$ cat src/rtl/mips_multicycle_ctrl.sv
// Multi-cycle MINI-MIPS control FSM: FETCH/DECODE/EXEC/MEM/WB sequencing with memory ready handshake.
// Optional feature macro: ILLEGAL_OP_TRAP_EN (unknown opcode enters an absorbing TRAP state).
module mips_multicycle_ctrl #(
    parameter int OPCODE_W = 6,
    parameter int BR_W     = 4,
    parameter int ALUOP_W  = 4
) (
    input  logic                clk,
    input  logic                rst,
    input  logic [OPCODE_W-1:0] opcode,
    input  logic                mem_ready,
    input  logic                branch_taken,
    output logic                mem_read,
    output logic                mem_write,
    output logic                i_or_d,
    output logic                ir_write,
    output logic                pc_write,
    output logic                jump,
    output logic [BR_W-1:0]     branch,
    output logic [1:0]          reg_dst,
    output logic                reg_write,
    output logic                mem_to_reg,
    output logic                alu_src,
    output logic [ALUOP_W-1:0]  alu_op,
    output logic                lui_sel,
    output logic                instr_done,
    output logic                trap
);

    typedef enum logic [2:0] {
        S_FETCH, S_DECODE, S_EXEC, S_MEM, S_WB, S_TRAP
    } state_t;

    typedef enum logic [2:0] {
        K_ILLEGAL, K_ALU, K_LW, K_SW, K_BRANCH, K_J, K_JAL
    } kind_t;

    state_t              state_q, state_d;
    logic [OPCODE_W-1:0] op_q, op_d;

    kind_t               kind;
    logic [ALUOP_W-1:0]  alu_op_dec;
    logic                alu_src_dec;
    logic [BR_W-1:0]     br_dec;

    // Opcode classification of the latched instruction
    always_comb begin
        kind        = K_ILLEGAL;
        alu_op_dec  = '0;
        alu_src_dec = 1'b0;
        br_dec      = '0;
        case (int'(op_q))
            0:  begin kind = K_ALU; end
            8:  begin kind = K_ALU; alu_op_dec = ALUOP_W'(1);  alu_src_dec = 1'b1; end
            9:  begin kind = K_ALU; alu_op_dec = ALUOP_W'(3);  alu_src_dec = 1'b1; end
            10: begin kind = K_ALU; alu_op_dec = ALUOP_W'(14); alu_src_dec = 1'b1; end
            12: begin kind = K_ALU; alu_op_dec = ALUOP_W'(8);  alu_src_dec = 1'b1; end
            13: begin kind = K_ALU; alu_op_dec = ALUOP_W'(9);  alu_src_dec = 1'b1; end
            14: begin kind = K_ALU; alu_op_dec = ALUOP_W'(10); alu_src_dec = 1'b1; end
            15: begin kind = K_ALU; alu_op_dec = ALUOP_W'(1);  alu_src_dec = 1'b1; end
            39: begin kind = K_ALU; alu_op_dec = ALUOP_W'(15); alu_src_dec = 1'b1; end
            35: begin kind = K_LW;  alu_op_dec = ALUOP_W'(1);  alu_src_dec = 1'b1; end
            43: begin kind = K_SW;  alu_op_dec = ALUOP_W'(1);  alu_src_dec = 1'b1; end
            4:  begin kind = K_BRANCH; br_dec = BR_W'(1); end
            5:  begin kind = K_BRANCH; br_dec = BR_W'(2); end
            32: begin kind = K_BRANCH; br_dec = BR_W'(3); end
            33: begin kind = K_BRANCH; br_dec = BR_W'(4); end
            34: begin kind = K_BRANCH; br_dec = BR_W'(5); end
            36: begin kind = K_BRANCH; br_dec = BR_W'(6); end
            37: begin kind = K_BRANCH; br_dec = BR_W'(7); end
            38: begin kind = K_BRANCH; br_dec = BR_W'(8); end
            2:  begin kind = K_J;   end
            3:  begin kind = K_JAL; end
            default: kind = K_ILLEGAL;
        endcase
    end

    always_comb begin
        state_d    = state_q;
        op_d       = op_q;
        mem_read   = 1'b0;
        mem_write  = 1'b0;
        i_or_d     = 1'b0;
        ir_write   = 1'b0;
        pc_write   = 1'b0;
        jump       = 1'b0;
        branch     = '0;
        reg_dst    = 2'b00;
        reg_write  = 1'b0;
        mem_to_reg = 1'b0;
        alu_src    = 1'b0;
        alu_op     = '0;
        lui_sel    = 1'b0;
        instr_done = 1'b0;
        trap       = 1'b0;
        case (state_q)
            S_FETCH: begin
                mem_read = 1'b1;
                if (mem_ready) begin
                    ir_write = 1'b1;
                    pc_write = 1'b1;
                    op_d     = opcode;
                    state_d  = S_DECODE;
                end
            end
            S_DECODE: begin
                if (kind != K_ILLEGAL) begin
                    state_d = S_EXEC;
                end else begin
`ifdef ILLEGAL_OP_TRAP_EN
                    state_d = S_TRAP;
`else
                    instr_done = 1'b1;
                    state_d    = S_FETCH;
`endif
                end
            end
            S_EXEC: begin
                alu_op  = alu_op_dec;
                alu_src = alu_src_dec;
                case (kind)
                    K_LW, K_SW: state_d = S_MEM;
                    K_BRANCH: begin
                        branch     = br_dec;
                        pc_write   = branch_taken;
                        instr_done = 1'b1;
                        state_d    = S_FETCH;
                    end
                    K_J: begin
                        jump       = 1'b1;
                        pc_write   = 1'b1;
                        instr_done = 1'b1;
                        state_d    = S_FETCH;
                    end
                    K_JAL: begin
                        jump     = 1'b1;
                        pc_write = 1'b1;
                        state_d  = S_WB;
                    end
                    default: state_d = S_WB;
                endcase
            end
            S_MEM: begin
                i_or_d    = 1'b1;
                alu_op    = alu_op_dec;
                alu_src   = alu_src_dec;
                mem_read  = (kind == K_LW);
                mem_write = (kind == K_SW);
                if (mem_ready) begin
                    if (kind == K_LW) begin
                        state_d = S_WB;
                    end else begin
                        instr_done = 1'b1;
                        state_d    = S_FETCH;
                    end
                end
            end
            S_WB: begin
                alu_op     = alu_op_dec;
                alu_src    = alu_src_dec;
                reg_write  = 1'b1;
                instr_done = 1'b1;
                reg_dst    = (kind == K_JAL) ? 2'b10 : ((op_q == '0) ? 2'b01 : 2'b00);
                mem_to_reg = (kind == K_LW);
                lui_sel    = (int'(op_q) == 15);
                state_d    = S_FETCH;
            end
            S_TRAP: begin
`ifdef ILLEGAL_OP_TRAP_EN
                trap = 1'b1;
`else
                state_d = S_FETCH;
`endif
            end
            default: state_d = S_FETCH;
        endcase
        // Reset forces outputs low combinationally so a request is dropped in the same cycle
        if (rst) begin
            mem_read   = 1'b0;
            mem_write  = 1'b0;
            i_or_d     = 1'b0;
            ir_write   = 1'b0;
            pc_write   = 1'b0;
            jump       = 1'b0;
            branch     = '0;
            reg_dst    = 2'b00;
            reg_write  = 1'b0;
            mem_to_reg = 1'b0;
            alu_src    = 1'b0;
            alu_op     = '0;
            lui_sel    = 1'b0;
            instr_done = 1'b0;
            trap       = 1'b0;
        end
    end

    always_ff @(posedge clk) begin
        if (rst) begin
            state_q <= S_FETCH;
            op_q    <= '0;
        end else begin
            state_q <= state_d;
            op_q    <= op_d;
        end
    end

endmodule

$ cat config.mk
export PLATFORM = sky130hd
export DESIGN_NAME = mips_multicycle_ctrl
export DESIGN_NICKNAME = d
export VERILOG_FILES = /design/src/rtl/mips_multicycle_ctrl.sv
export SDC_FILE = /design/constraint.sdc
export NUM_CORES = 1
export LEC_CHECK = 0
export CAP_MARGIN = 20
export CORE_MARGIN = 2
export CORE_UTILIZATION = 34
export CTS_CLUSTER_SIZE = 16
export DETAILED_ROUTE_END_ITERATION = 16
export PLACE_DENSITY_LB_ADDON = 0.12
export SYNTH_ARGS = -nofsm -noshare
export SYNTH_HDL_FRONTEND = slang
export SYNTH_SLANG_ARGS = --single-unit
$ cat constraint.sdc
create_clock -name clk -period 2.6 [get_ports clk]
set_clock_uncertainty 0.15 [all_clocks]
set_input_delay 0.52 -clock clk [delete_from_list [all_inputs] [get_ports clk]]
set_output_delay 0.52 -clock clk [all_outputs]
set_load 0.1 [all_outputs]
## After elaboration in Yosys (flattened, before gate mapping)

Index checks and enable logic that the tools add are counted.
W data, S select, Z words.

| operators by class | value |
|---|---|
| eq/ne operators | 32 |
| multiplexer cells | 48 |
| reductions and logical operators | 13 |

Operators by type and width:

| kind | count |
|---|---|
| $eq A6 B6 Y1 const B | 9 |
| $eq A6 B4 Y1 const B | 7 |
| $pmux W4 S8 | 1 |
| $pmux W4 S7 | 1 |
| $mux W1 | 27 |
| $mux W4 | 5 |
| $pmux W3 S6 | 1 |
| $eq A3 B2 Y1 const B | 4 |
| $eq A3 B3 Y1 const B | 4 |
| $eq A6 B2 Y1 const B | 2 |
| $eq A6 B3 Y1 const B | 2 |
| $pmux W3 S4 | 1 |
| $reduce_or A10 Y1 | 1 |
| $mux W3 | 3 |
| $reduce_or A9 Y1 | 1 |
| $mux W2 | 4 |
| $reduce_or A8 Y1 | 1 |
| $eq A6 B5 Y1 const B | 1 |
| $logic_not A6 Y1 | 1 |
| $pmux W1 S2 | 3 |
| $pmux W3 S2 | 1 |
| $reduce_or A2 Y1 | 3 |
| $ne A2 B2 Y1 const B | 2 |
| $pmux W1 S4 | 1 |
| 6 further kinds | 7 |

| storage, ports and cells | value |
|---|---|
| register bits after elaboration | 9 |
| input bits | 10 |
| output and inout bits | 22 |
| logic and storage cells | 95 |

## Longest topological paths before layout

Gate-level depths: netlist (run 1).

| depth | value |
|---|---|
| depth after elaboration | 8 |
| mapped depth | 6 |
| depth with buffers taken out | 4 |

## Worst setup path before layout (run 1)

Ideal clock, no wire load.

| timing | value |
|---|---|
| kind | input to output |
| from | input rst |
| to | output branch[1] |
| arrival | 5601 ps |
| data required time | 1930 ps |
| path slack | -3671 ps |
| cell stages on the path | 2 |
| cell sequence | or3_1 > a2111oi_0 |

| between the ends | value |
|---|---|
| cells in the longest elaborated chain, start to end | 1 |

Ends and longest elaborated chain:

| element | RTL line | text |
|---|---|---|
| start: declaration | 9 | `input logic rst,` |
| $mux W4 | 178 | `if (rst) begin` |
| end: declaration | 19 | `output logic [BR_W-1:0] branch,` |

No other way between the ends.

## Worst setup path in the final report (run 1)

| timing | value |
|---|---|
| from | register op_q[1] |
| to | output instr_done |

| between the ends | value |
|---|---|
| cells in the longest elaborated chain, start to end | 8 |
| elaborated cells on any way between the ends | 35 |

Ends and longest elaborated chain:

| element | RTL line | text |
|---|---|---|
| start: declaration | 39 | `logic [OPCODE_W-1:0] op_q, op_d;` |
| start signal: assignment | 203 | `op_q <= op_d;` |
| $eq A6 B6 Y1 (tied with other cells) | 52 | `case (int'(op_q))` |
| $reduce_or A9 Y1 (no line) or $reduce_or A8 Y1 (tied branches) | n/a |  |
| $pmux W3 S6 (*) | 52 |  |
| $eq A3 B2 Y1 or $eq A3 B3 Y1 (tied branches) | 150, 121 |  |
| $mux W1 or $reduce_or A2 Y1 (tied branches) | n/a |  |
| $mux W1 (on tied branches) | 149, 121 |  |
| $pmux W1 S4 (*) | 96 | `case (state_q)` |
| $mux W1 (*) | 178 |  |
| end: declaration | 26 | `output logic instr_done,` |

Mark *: on every way between the ends. The rest lies on a longest branch, timed or not.

==> run_results.csv, run 1 <==
group,metric,value,unit
setup_path,path_max_fanout,5,
cells_and_area,final_cell_mix,"21 x buf_12, 17 x nor2_1, 14 x buf_4",
global_route,grt_start_max_net_pins,16,
timing,fin_ws,-0.00475,ns
drt,drt_pass1_iterations,4,
global_route,grt_pass1_wl,4890,um
yosys,yosysUniqueCellTypes,48,
cells_and_area,fin_area,1790,um^2
power,p_leak,0.706,nW
clocking,numCtsBuffers,3,
floorplanning,io_pins,32,
floorplanning,die_h,56.4,um
yosys,synth_area,932,um^2
timing,hold_viol_final,0,
setup_path,critPathCaptureType,"primary output",
run_status,status,"finished with violations",
run,drv_cap,0,
setup_path,r2r_slack,0.73,ns
cells_and_area,final_util,0.705,
place,placedInstanceArea,1670,um^2
place,place_inst,192,
yosys,yosysWarnings,0,
global_route,overflow,0,
yosys,synthFlopType,"dfxtp_1",
clocking,cts_tree,"built",
place,gp_congestion,0.769,
timing,setup-tns-final,-0.00475,ns
cells_and_area,area_growth_syn_to_layout,92.3,%
power,peakVddDrop,0.322,mV
cells_and_area,instances_no_fill,199,
yosys,async_flop_share,0,
floorplanning,dieArea,3180,um^2
worst_hold_path,min_path_cells,2,
clocking,clock_latency,0.25,ns
drt,viasPerCell,5.45,
drt,ant_nets,0,
timing,finalCritPeriodShare,1.00,
clocking,htreeDepth,1,
clocking,cts.clk_slew.worst_paths,0.06,ns
clocking,cts_buffer_depth,2,
setup_path,slowest_stage,"or4b_4",
setup_path,path_cells,"xnor2_2 -> a311oi_2 -> or4b_4 -> a221oi_4 -> buf_12",
timing,finalSetupViolations,1,
yosys,netlist_instances,134,
floorplanning,rows,18,
drt,drt_iter0_markers,4,
setup_path,critPathMaxStageDelay,0.51,ns
floorplanning,initial_core_util,0.366,
drt,wl_per_cell,13.6,um
cells_and_area,nets,180,
floorplanning,coreArea,2540,um^2
global_route,grt_pass1_vias,1113,
cells_and_area,final_common_cell,"buf_12",
drt,vias,1084,
yosys,ys_seq_elements,9,
timing,slew_violations,0,
place,post-place-ws,-0.0959,ns
global_route,antenna_found_initial,0,
yosys,synth_edf_count,0,
worst_hold_path,min_path_type,"flip-flop to flip-flop",
cells_and_area,antenna_cells,0,
yosys,avgSynthCellArea,6.96,um^2
drt,drc_errors,0,
setup_path,cp_data_arrival_time,1.93,ns
yosys,synth_fp_nets,144,
setup_path,cp-start-kind,"flip-flop",
place,dpl.hpwl,2180,um
run_status,violations,"negative setup slack",
power,p_per_area,298,nW/um^2
drt,routed_wl,2710,um
floorplanning,die_w,56.4,um
setup_path,worst-r2r-cell-count,5,
yosys,seq_area_frac_synth,0.193,
setup_path,required,1.93,ns
clocking,cts-root-buf,"clkbuf_4",
cells_and_area,drive_gt1_frac,0.456,
clocking,clkSinkCount,9,
timing,max_freq,0.384,GHz
timing,period_needed,2.60,ns
setup_path,critical_path_class,"flip-flop to primary output",
global_route,groute.usage.overall,0.189,
place,port_buffers,30,
timing,rsz0062_at_grt,"true",
cells in the mapped netlist (2+ instances only):
cell | number | area (um^2)
nor2_1 | 19 | 71.3
dfxtp_1 | 9 | 180
a21oi_1 | 8 | 40.0
nand2_1 | 8 | 30.0
clkbuf_1 | 6 | 22.5
mux2i_1 | 6 | 60.1
nand2b_1 | 6 | 37.5
buf_2 | 5 | 25.0
o21ai_0 | 5 | 25.0
or3_1 | 5 | 31.3
and2_1 | 4 | 25.0
inv_1 | 4 | 15.0
nor3_1 | 4 | 20.0
and3_1 | 3 | 18.8
nor3b_1 | 3 | 22.5
nor4_1 | 3 | 18.8
buf_4 | 2 | 15.0
nand3_1 | 2 | 10.0
o21bai_1 | 2 | 15.0
xnor2_1 | 2 | 17.5
cell families after synthesis:
kind of cell | count (synthesis) | share of synthesized area
compound gates | 30 | 0.231
buf+inv | 18 | 0.0872
simple gates | 68 | 0.401
other cells | 1 | 0.00402
mux | 6 | 0.0644
flops | 9 | 0.193
xor+xnor | 2 | 0.0188
cell type report:
class / count / area, um^2
Timing Repair Buffer: 45 / 626
Multi-Input combinational cell: 107 / 890
Tap cell: 30 / 37.5
Inverter: 4 / 15.0
Sequential cell: 9 / 198
Clock inverter: 1 / 5.00
Fill cell: 211 / 752
Clock buffer: 3 / 22.5
state kept, by name (all words and copies together) (netlist names):
signal and cells:
state_q 3, op_q 6
per-stage QoR:
step / total power [mW] / hold slack, ns
after floorplan: 0.345 / 0.412
after global placement: 0.410 / 0.412
after detailed placement: 0.416 / 0.421
after CTS: 0.536 / 0.374
after global routing: 0.572 / 0.404
final: 0.534 / 0.373
per-layer routing:
| metal | global-route usage | vias to the layer above | part of all wire |
|---|---|---|---|
| li1 | - | 549 | - |
| met1 | 0.221 | 516 | 0.43 |
| met2 | 0.356 | 17 | 0.54 |
| met3 | 0.0161 | 2 | 0.021 |
| met4 | 0.0612 | 0 | 0.0052 |
| met5 | 0 | - | 0 |
path summary, 6_finish.rpt:
kind	end	startpoint
worst min register to register	state_q[2]	state_q[1]
worst min-delay path	state_q[2]	state_q[1]
worst max-delay path	instr_done	op_q[1]
worst max register to register	op_q[3]	state_q[0]
worst max-delay path, delay by kind of cell (launching register included):
kind | cells | cell delay [ns]
buf+inv | 1 | 0.21
compound gates | 2 | 0.42
simple gates | 1 | 0.51
xor+xnor | 1 | 0.16
flops | 1 | 0.37
power breakdown:
group / switching (mW) / total (mW) / internal (mW)
logic: 0.150 / 0.262 / 0.112
clock network: 0.0479 / 0.105 / 0.0566
registers: 0.0196 / 0.168 / 0.148
what timing repair did:
action | CTS | global route
buffers inserted | 3 | 0
pin swaps | 3 | 6
gates resized for setup | 12 | 9
hold buffers | 0 | 0
setup endpoints to repair | 8 | 7
(Power assumes the default switching activity.)
==> run 2: changes to the inputs <==
--- a/config.mk
+++ b/config.mk
@@ -10,7 +10,9 @@
 export CORE_UTILIZATION = 34
 export CTS_CLUSTER_SIZE = 16
 export DETAILED_ROUTE_END_ITERATION = 16
-export PLACE_DENSITY_LB_ADDON = 0.12
+export PLACE_DENSITY_LB_ADDON = 0.15
+export SKIP_CTS_REPAIR_TIMING = 1
+export SLEW_MARGIN = 20
 export SYNTH_ARGS = -nofsm -noshare
 export SYNTH_HDL_FRONTEND = slang
 export SYNTH_SLANG_ARGS = --single-unit
==> run 2 against run 1 <==
The run still ends with negative setup slack left. Power increased by 0.65%. Fmax decreased by 1.3%. Critical path depth increased by 1. Sequential share of layout area about the same. Setup slack got worse by 0.034 ns. Routed wire length increased by 0.41%. Sequential power about the same. Critical endpoint unchanged. Largest cell class unchanged.
==> run_results.csv, run 2 (synthesis results as in run 1) <==
group,metric,value,unit
clocking,numCtsBuffers,3,
power,power_frac_clock,0.198,
timing,finalSetupViolations,1,
place,dpl.hpwl,2160,um
setup_path,path_max_fanout,6,
global_route,groute.usage.overall,0.168,
setup_path,cp_data_arrival_time,1.97,ns
global_route,gr-usage-met3,0.0138,
clocking,cts_buffer_depth,2,
run_status,violations,"negative setup slack",
floorplanning,dieArea,3180,um^2
setup_path,crit-reg2reg-launch,"state_q[0]",
drt,drt_pass1_iterations,4,
setup_path,required,1.93,ns
global_route,grtUsageMet2,0.299,
timing,finalCritPeriodShare,1.01,
setup_path,startpoint,"op_q[3]",
floorplanning,die_w,56.4,um
worst_hold_path,min_path_type,"flip-flop to flip-flop",
clocking,clock_latency,0.26,ns
power,p_int,0.321,mW
global_route,grt_pass1_wl,4290,um
global_route,use_met1,0.202,
timing,period_needed,2.64,ns
cells_and_area,final_cell_mix,"21 x buf_12, 19 x buf_4, 15 x nor2_1",
setup_path,cp-start-kind,"flip-flop",
setup_path,path_cells,"buf_4 -> or3b_4 -> nor2_2 -> a221oi_2 -> a221oi_4 -> buf_12",
timing,max_freq,0.379,GHz
power,p_leak,0.717,nW
cells_and_area,area_growth_syn_to_layout,94.1,%
floorplanning,initial_core_util,0.366,
worst_hold_path,hold_path.startpoint,"op_q[4]",
floorplanning,rows,18,
setup_path,path_depth,6,
timing,fin_ws,-0.0389,ns
timing,slew_violations,0,
run,drv_cap,0,
cells_and_area,final_common_cell,"buf_12",
drt,routed_wl,2720,um
power,peakVddDrop,0.274,mV
power,netSwitchingFraction,0.403,
floorplanning,coreArea,2540,um^2
place,gp_congestion,0.788,
setup_path,slowest_stage,"or3b_4",
setup_path,crit_buf_inv,2,
cells_and_area,fillCellCount,200,
cells_and_area,max_flop_register,"op_q",
timing,rsz0062_at_grt,"true",
cells_and_area,nets,184,
global_route,overflow,0,
setup_path,critPathCaptureType,"primary output",
global_route,grt_pass1_vias,980,
power,finalPower,0.537,mW
power,switchingPower,0.216,mW
cells_and_area,seqCellArea,200,um^2
cells_and_area,drive_gt1_frac,0.457,
clocking,cts_tree,"built",
global_route,antenna_found_initial,0,
cells_and_area,antenna_cells,0,
setup_path,critPathTopFamily,"simple AND/OR/NAND/NOR gates",
clocking,cts-root-buf,"clkbuf_4",
drt,drt_iter0_markers,12,
cells_and_area,largest_reg_flops,6,
floorplanning,die_h,56.4,um
cells_and_area,final_util,0.711,
cells_and_area,top_regs,"op_q (6), state_q (3)",
run_status,status,"finished with violations",
power,p_per_area,297,nW/um^2
global_route,grt_start_max_net_pins,17,
drt,drc_errors,0,
cells_and_area,instances_no_fill,203,
clocking,cts.clk_slew.worst_paths,0.06,ns
drt,viasPerCell,5.41,
power,seqPwrFrac,0.315,
drt,ant_nets,0,
setup_path,critical_path_class,"flip-flop to primary output",
drt,vias,1098,
floorplanning,io_pins,32,
worst_hold_path,min_path_cells,2,
place,port_buffers,30,
global_route,busiest_layer,"met2",
clocking,htreeDepth,1,
power,combinationalPowerShare,0.487,
timing,hold_viol_final,0,
setup_path,critPathMaxStageDelay,0.46,ns
place,place_inst,193,
clocking,clkSinkCount,9,
cells_and_area,multi_input_area,875,um^2
timing,setup-tns-final,-0.0389,ns
setup_path,worst-r2r-cell-count,5,
drt,wl_per_cell,13.4,um
-- run 2: power by group through the flow --
stage	sequential, mW	combinational, mW	clock, mW
global route	0.172	0.278	0.119
floorplan	0.158	0.187	0
detailed placement	0.174	0.242	0
global placement	0.174	0.238	0
finish	0.169	0.261	0.107
CTS	0.171	0.243	0.112
-- run 2: routing by layer --
metal | vias to the layer above | share of wire
li1 | 552 | -
met1 | 521 | 0.44
met2 | 21 | 0.52
met3 | 4 | 0.026
met4 | 0 | 0.018
met5 | - | 0
-- run 2: cell type report --
type,instances,area share
inverter,4,0.00830
clock buffer,4,0.0145
tap,30,0.0207
timing repair buffer,49,0.362
sequential,9,0.111
multi-input combinational,107,0.483
-- run 2: worst min-delay path: cells and delay by family, from the launching register on --
family / cells / cell delay [ns]
AO/OA/AOI/OAI: 1 / 0.07
flip-flops: 1 / 0.36
AND/OR/NAND/NOR: 1 / 0.10
-- run 2: worst paths after layout --
check | endpoint | slack [ns]
setup / recovery | instr_done | -0.04
hold / removal | state_q[2] | 0.42
setup reg to reg | op_q[0] | 0.78
hold reg to reg | state_q[2] | 0.42
-- run 2: metrics by stage --
step | hold slack [ns] | setup WS, ns | cell area, um^2
after floorplan | 0.412 | -0.540 | 1120
after global placement | 0.412 | -0.0851 | 1680
after detailed placement | 0.435 | -0.118 | 1680
after CTS | 0.444 | -0.157 | 1710
after global routing | 0.448 | -0.117 | 1810
final | 0.417 | -0.0389 | 1810
==> run 3: changes to the inputs <==
--- a/config.mk
+++ b/config.mk
@@ -6,13 +6,14 @@
 export NUM_CORES = 1
 export LEC_CHECK = 0
 export CAP_MARGIN = 20
+export CORE_ASPECT_RATIO = 0.8
 export CORE_MARGIN = 2
 export CORE_UTILIZATION = 34
 export CTS_CLUSTER_SIZE = 16
 export DETAILED_ROUTE_END_ITERATION = 16
-export PLACE_DENSITY_LB_ADDON = 0.15
 export SKIP_CTS_REPAIR_TIMING = 1
 export SLEW_MARGIN = 20
 export SYNTH_ARGS = -nofsm -noshare
 export SYNTH_HDL_FRONTEND = slang
 export SYNTH_SLANG_ARGS = --single-unit
+export TNS_END_PERCENT = 10
==> run 3 against run 2 <==
The flow still finishes with violations (negative setup slack). Hold slack got worse by 0.033 ns. Die area is essentially flat. Count of clock-buffer cells in the layout did not move. Global-route usage rose by 0.88 points. Sequential power shrank 3%. Largest power group unchanged. Highest routed layer unchanged.
==> run_results.csv, run 3 (synthesis results as in run 1) <==
group,metric,value,unit
run_status,status,"finished with violations",
run_status,violations,"negative setup slack",
drt,vias,1072,
global_route,groute.usage.overall,0.177,
timing,rsz0062_at_grt,"true",
timing,max_freq,0.379,GHz
cells_and_area,fin_area,1750,um^2
power,p_int,0.316,mW
drt,wl_per_cell,13.3,um
floorplanning,die_w,62.5,um
cells_and_area,max_flop_register,"op_q",
cells_and_area,fillCellCount,212,
drt,drt_pass1_iterations,4,
global_route,grt_pass1_vias,1027,
drt,wl_met1,1310,um
power,power_frac_clock,0.193,
setup_path,cp-start-kind,"flip-flop",
place,gp_congestion,0.835,
power,combinationalPowerShare,0.491,
clocking,clkSinkCount,9,
timing,setup-tns-final,-0.0380,ns
cells_and_area,top_regs,"op_q (6), state_q (3)",
power,p_per_area,296,nW/um^2
setup_path,path_cells,"buf_4 -> or3b_4 -> nor2_1 -> a221oi_2 -> a221oi_4 -> buf_12",
clocking,clock_latency,0.25,ns
timing,period_needed,2.64,ns
cells_and_area,largest_reg_flops,6,
timing,finalSetupViolations,1,
global_route,grt_start_max_net_pins,17,
drt,drc_errors,0,
cells_and_area,area_growth_syn_to_layout,87.8,%
setup_path,critPathCaptureType,"primary output",
global_route,overflow,0,
drt,viasPerCell,5.18,
setup_path,cp_data_arrival_time,1.97,ns
power,peakVddDrop,0.360,mV
setup_path,critical_path_class,"flip-flop to primary output",
cells_and_area,antenna_cells,0,
drt,met3_length,88,um
worst_hold_path,min_path_type,"flip-flop to flip-flop",
drt,wl_met2,1310,um
clocking,htreeDepth,1,
place,placedInstanceArea,1670,um^2
cells_and_area,drive_gt1_frac,0.404,
cells_and_area,seqCellArea,186,um^2
floorplanning,die_h,50.8,um
run,drv_cap,0,
power,switchingPower,0.203,mW
power,finalPower,0.518,mW
drt,routed_wl,2760,um
timing,holdWs,0.384,ns
drt,ant_nets,0,
timing,slew_violations,0,
floorplanning,rows,16,
place,port_buffers,30,
setup_path,required,1.93,ns
global_route,antenna_found_initial,0,
timing,fin_ws,-0.0380,ns
power,p_leak,0.693,nW
clocking,numCtsBuffers,3,
setup_path,path_max_fanout,7,
cells_and_area,nets,182,
drt,drt_iter0_markers,12,
cells_and_area,multi_input_area,837,um^2
cells_and_area,instances_no_fill,207,
place,post-place-ws,-0.0945,ns
cells_and_area,final_cell_mix,"21 x buf_12, 19 x nor2_1, 17 x buf_4",
place,place_inst,203,
clocking,cts_tree,"built",
floorplanning,dieArea,3180,um^2
clocking,cts.clk_slew.worst_paths,0.06,ns
floorplanning,io_pins,32,
floorplanning,initial_core_util,0.370,
cells_and_area,final_common_cell,"buf_12",
clocking,cts-root-buf,"clkbuf_4",
setup_path,slowest_stage,"or3b_4",
timing,hold_viol_final,0,
cells_and_area,final_util,0.694,
place,dpl.hpwl,2280,um
setup_path,critPathMaxStageDelay,0.41,ns
power,seqPwrFrac,0.317,
power,netSwitchingFraction,0.391,
timing,finalCritPeriodShare,1.01,
drt,top_layer_used,"met4",
global_route,grt_pass1_wl,4630,um
clocking,cts_buffer_depth,2,
floorplanning,coreArea,2520,um^2
## run 3: cell types whose count changed in the layout (fill, tap and decap cells not counted), sizes merged
| cell | previous run | this run |
|---|---|---|
| buf | 40 | 38 |
## run 3: area by class of cell
class | count | share of cell area
clock buffers | 4 | 0.0150
repair buffers | 47 | 0.366
flip-flops and latches | 9 | 0.107
well taps | 36 | 0.0257
inverters | 4 | 0.00858
multi-input cells | 107 | 0.478
## run 3: worst paths after layout
kind	from	endpoint	slack, ns	cells past startpoint
worst min register to register	state_q[1]	state_q[2]	0.38	2
worst max-delay path	op_q[4]	instr_done	-0.04	6
worst max register to register	state_q[0]	op_q[1]	0.88	5
worst min-delay path	state_q[1]	state_q[2]	0.38	2
## run 3: routing by layer
layer,up-vias,GRT usage
li1,551,-
met1,487,0.245
met2,28,0.296
met3,6,0.0132
met4,0,0.0593
met5,-,0
## run 3: critical path, delay by kind of cell, from the launching register on
kind                   cells  cell delay (ns)
AND/OR/NAND/NOR            2             0.55
AO/OA/AOI/OAI              2             0.43
buffers and inverters      2             0.40
flip-flops                 1             0.34
## run 3: power by group through the flow
stage | logic, mW | clock network, mW | registers [mW]
6_report | 0.254 | 0.0998 | 0.164
5_1_grt | 0.273 | 0.115 | 0.166
4_1_cts | 0.248 | 0.104 | 0.162
3_5_place_dp | 0.247 | 0 | 0.165
3_3_place_gp | 0.242 | 0 | 0.165
2_1_floorplan | 0.175 | 0 | 0.156
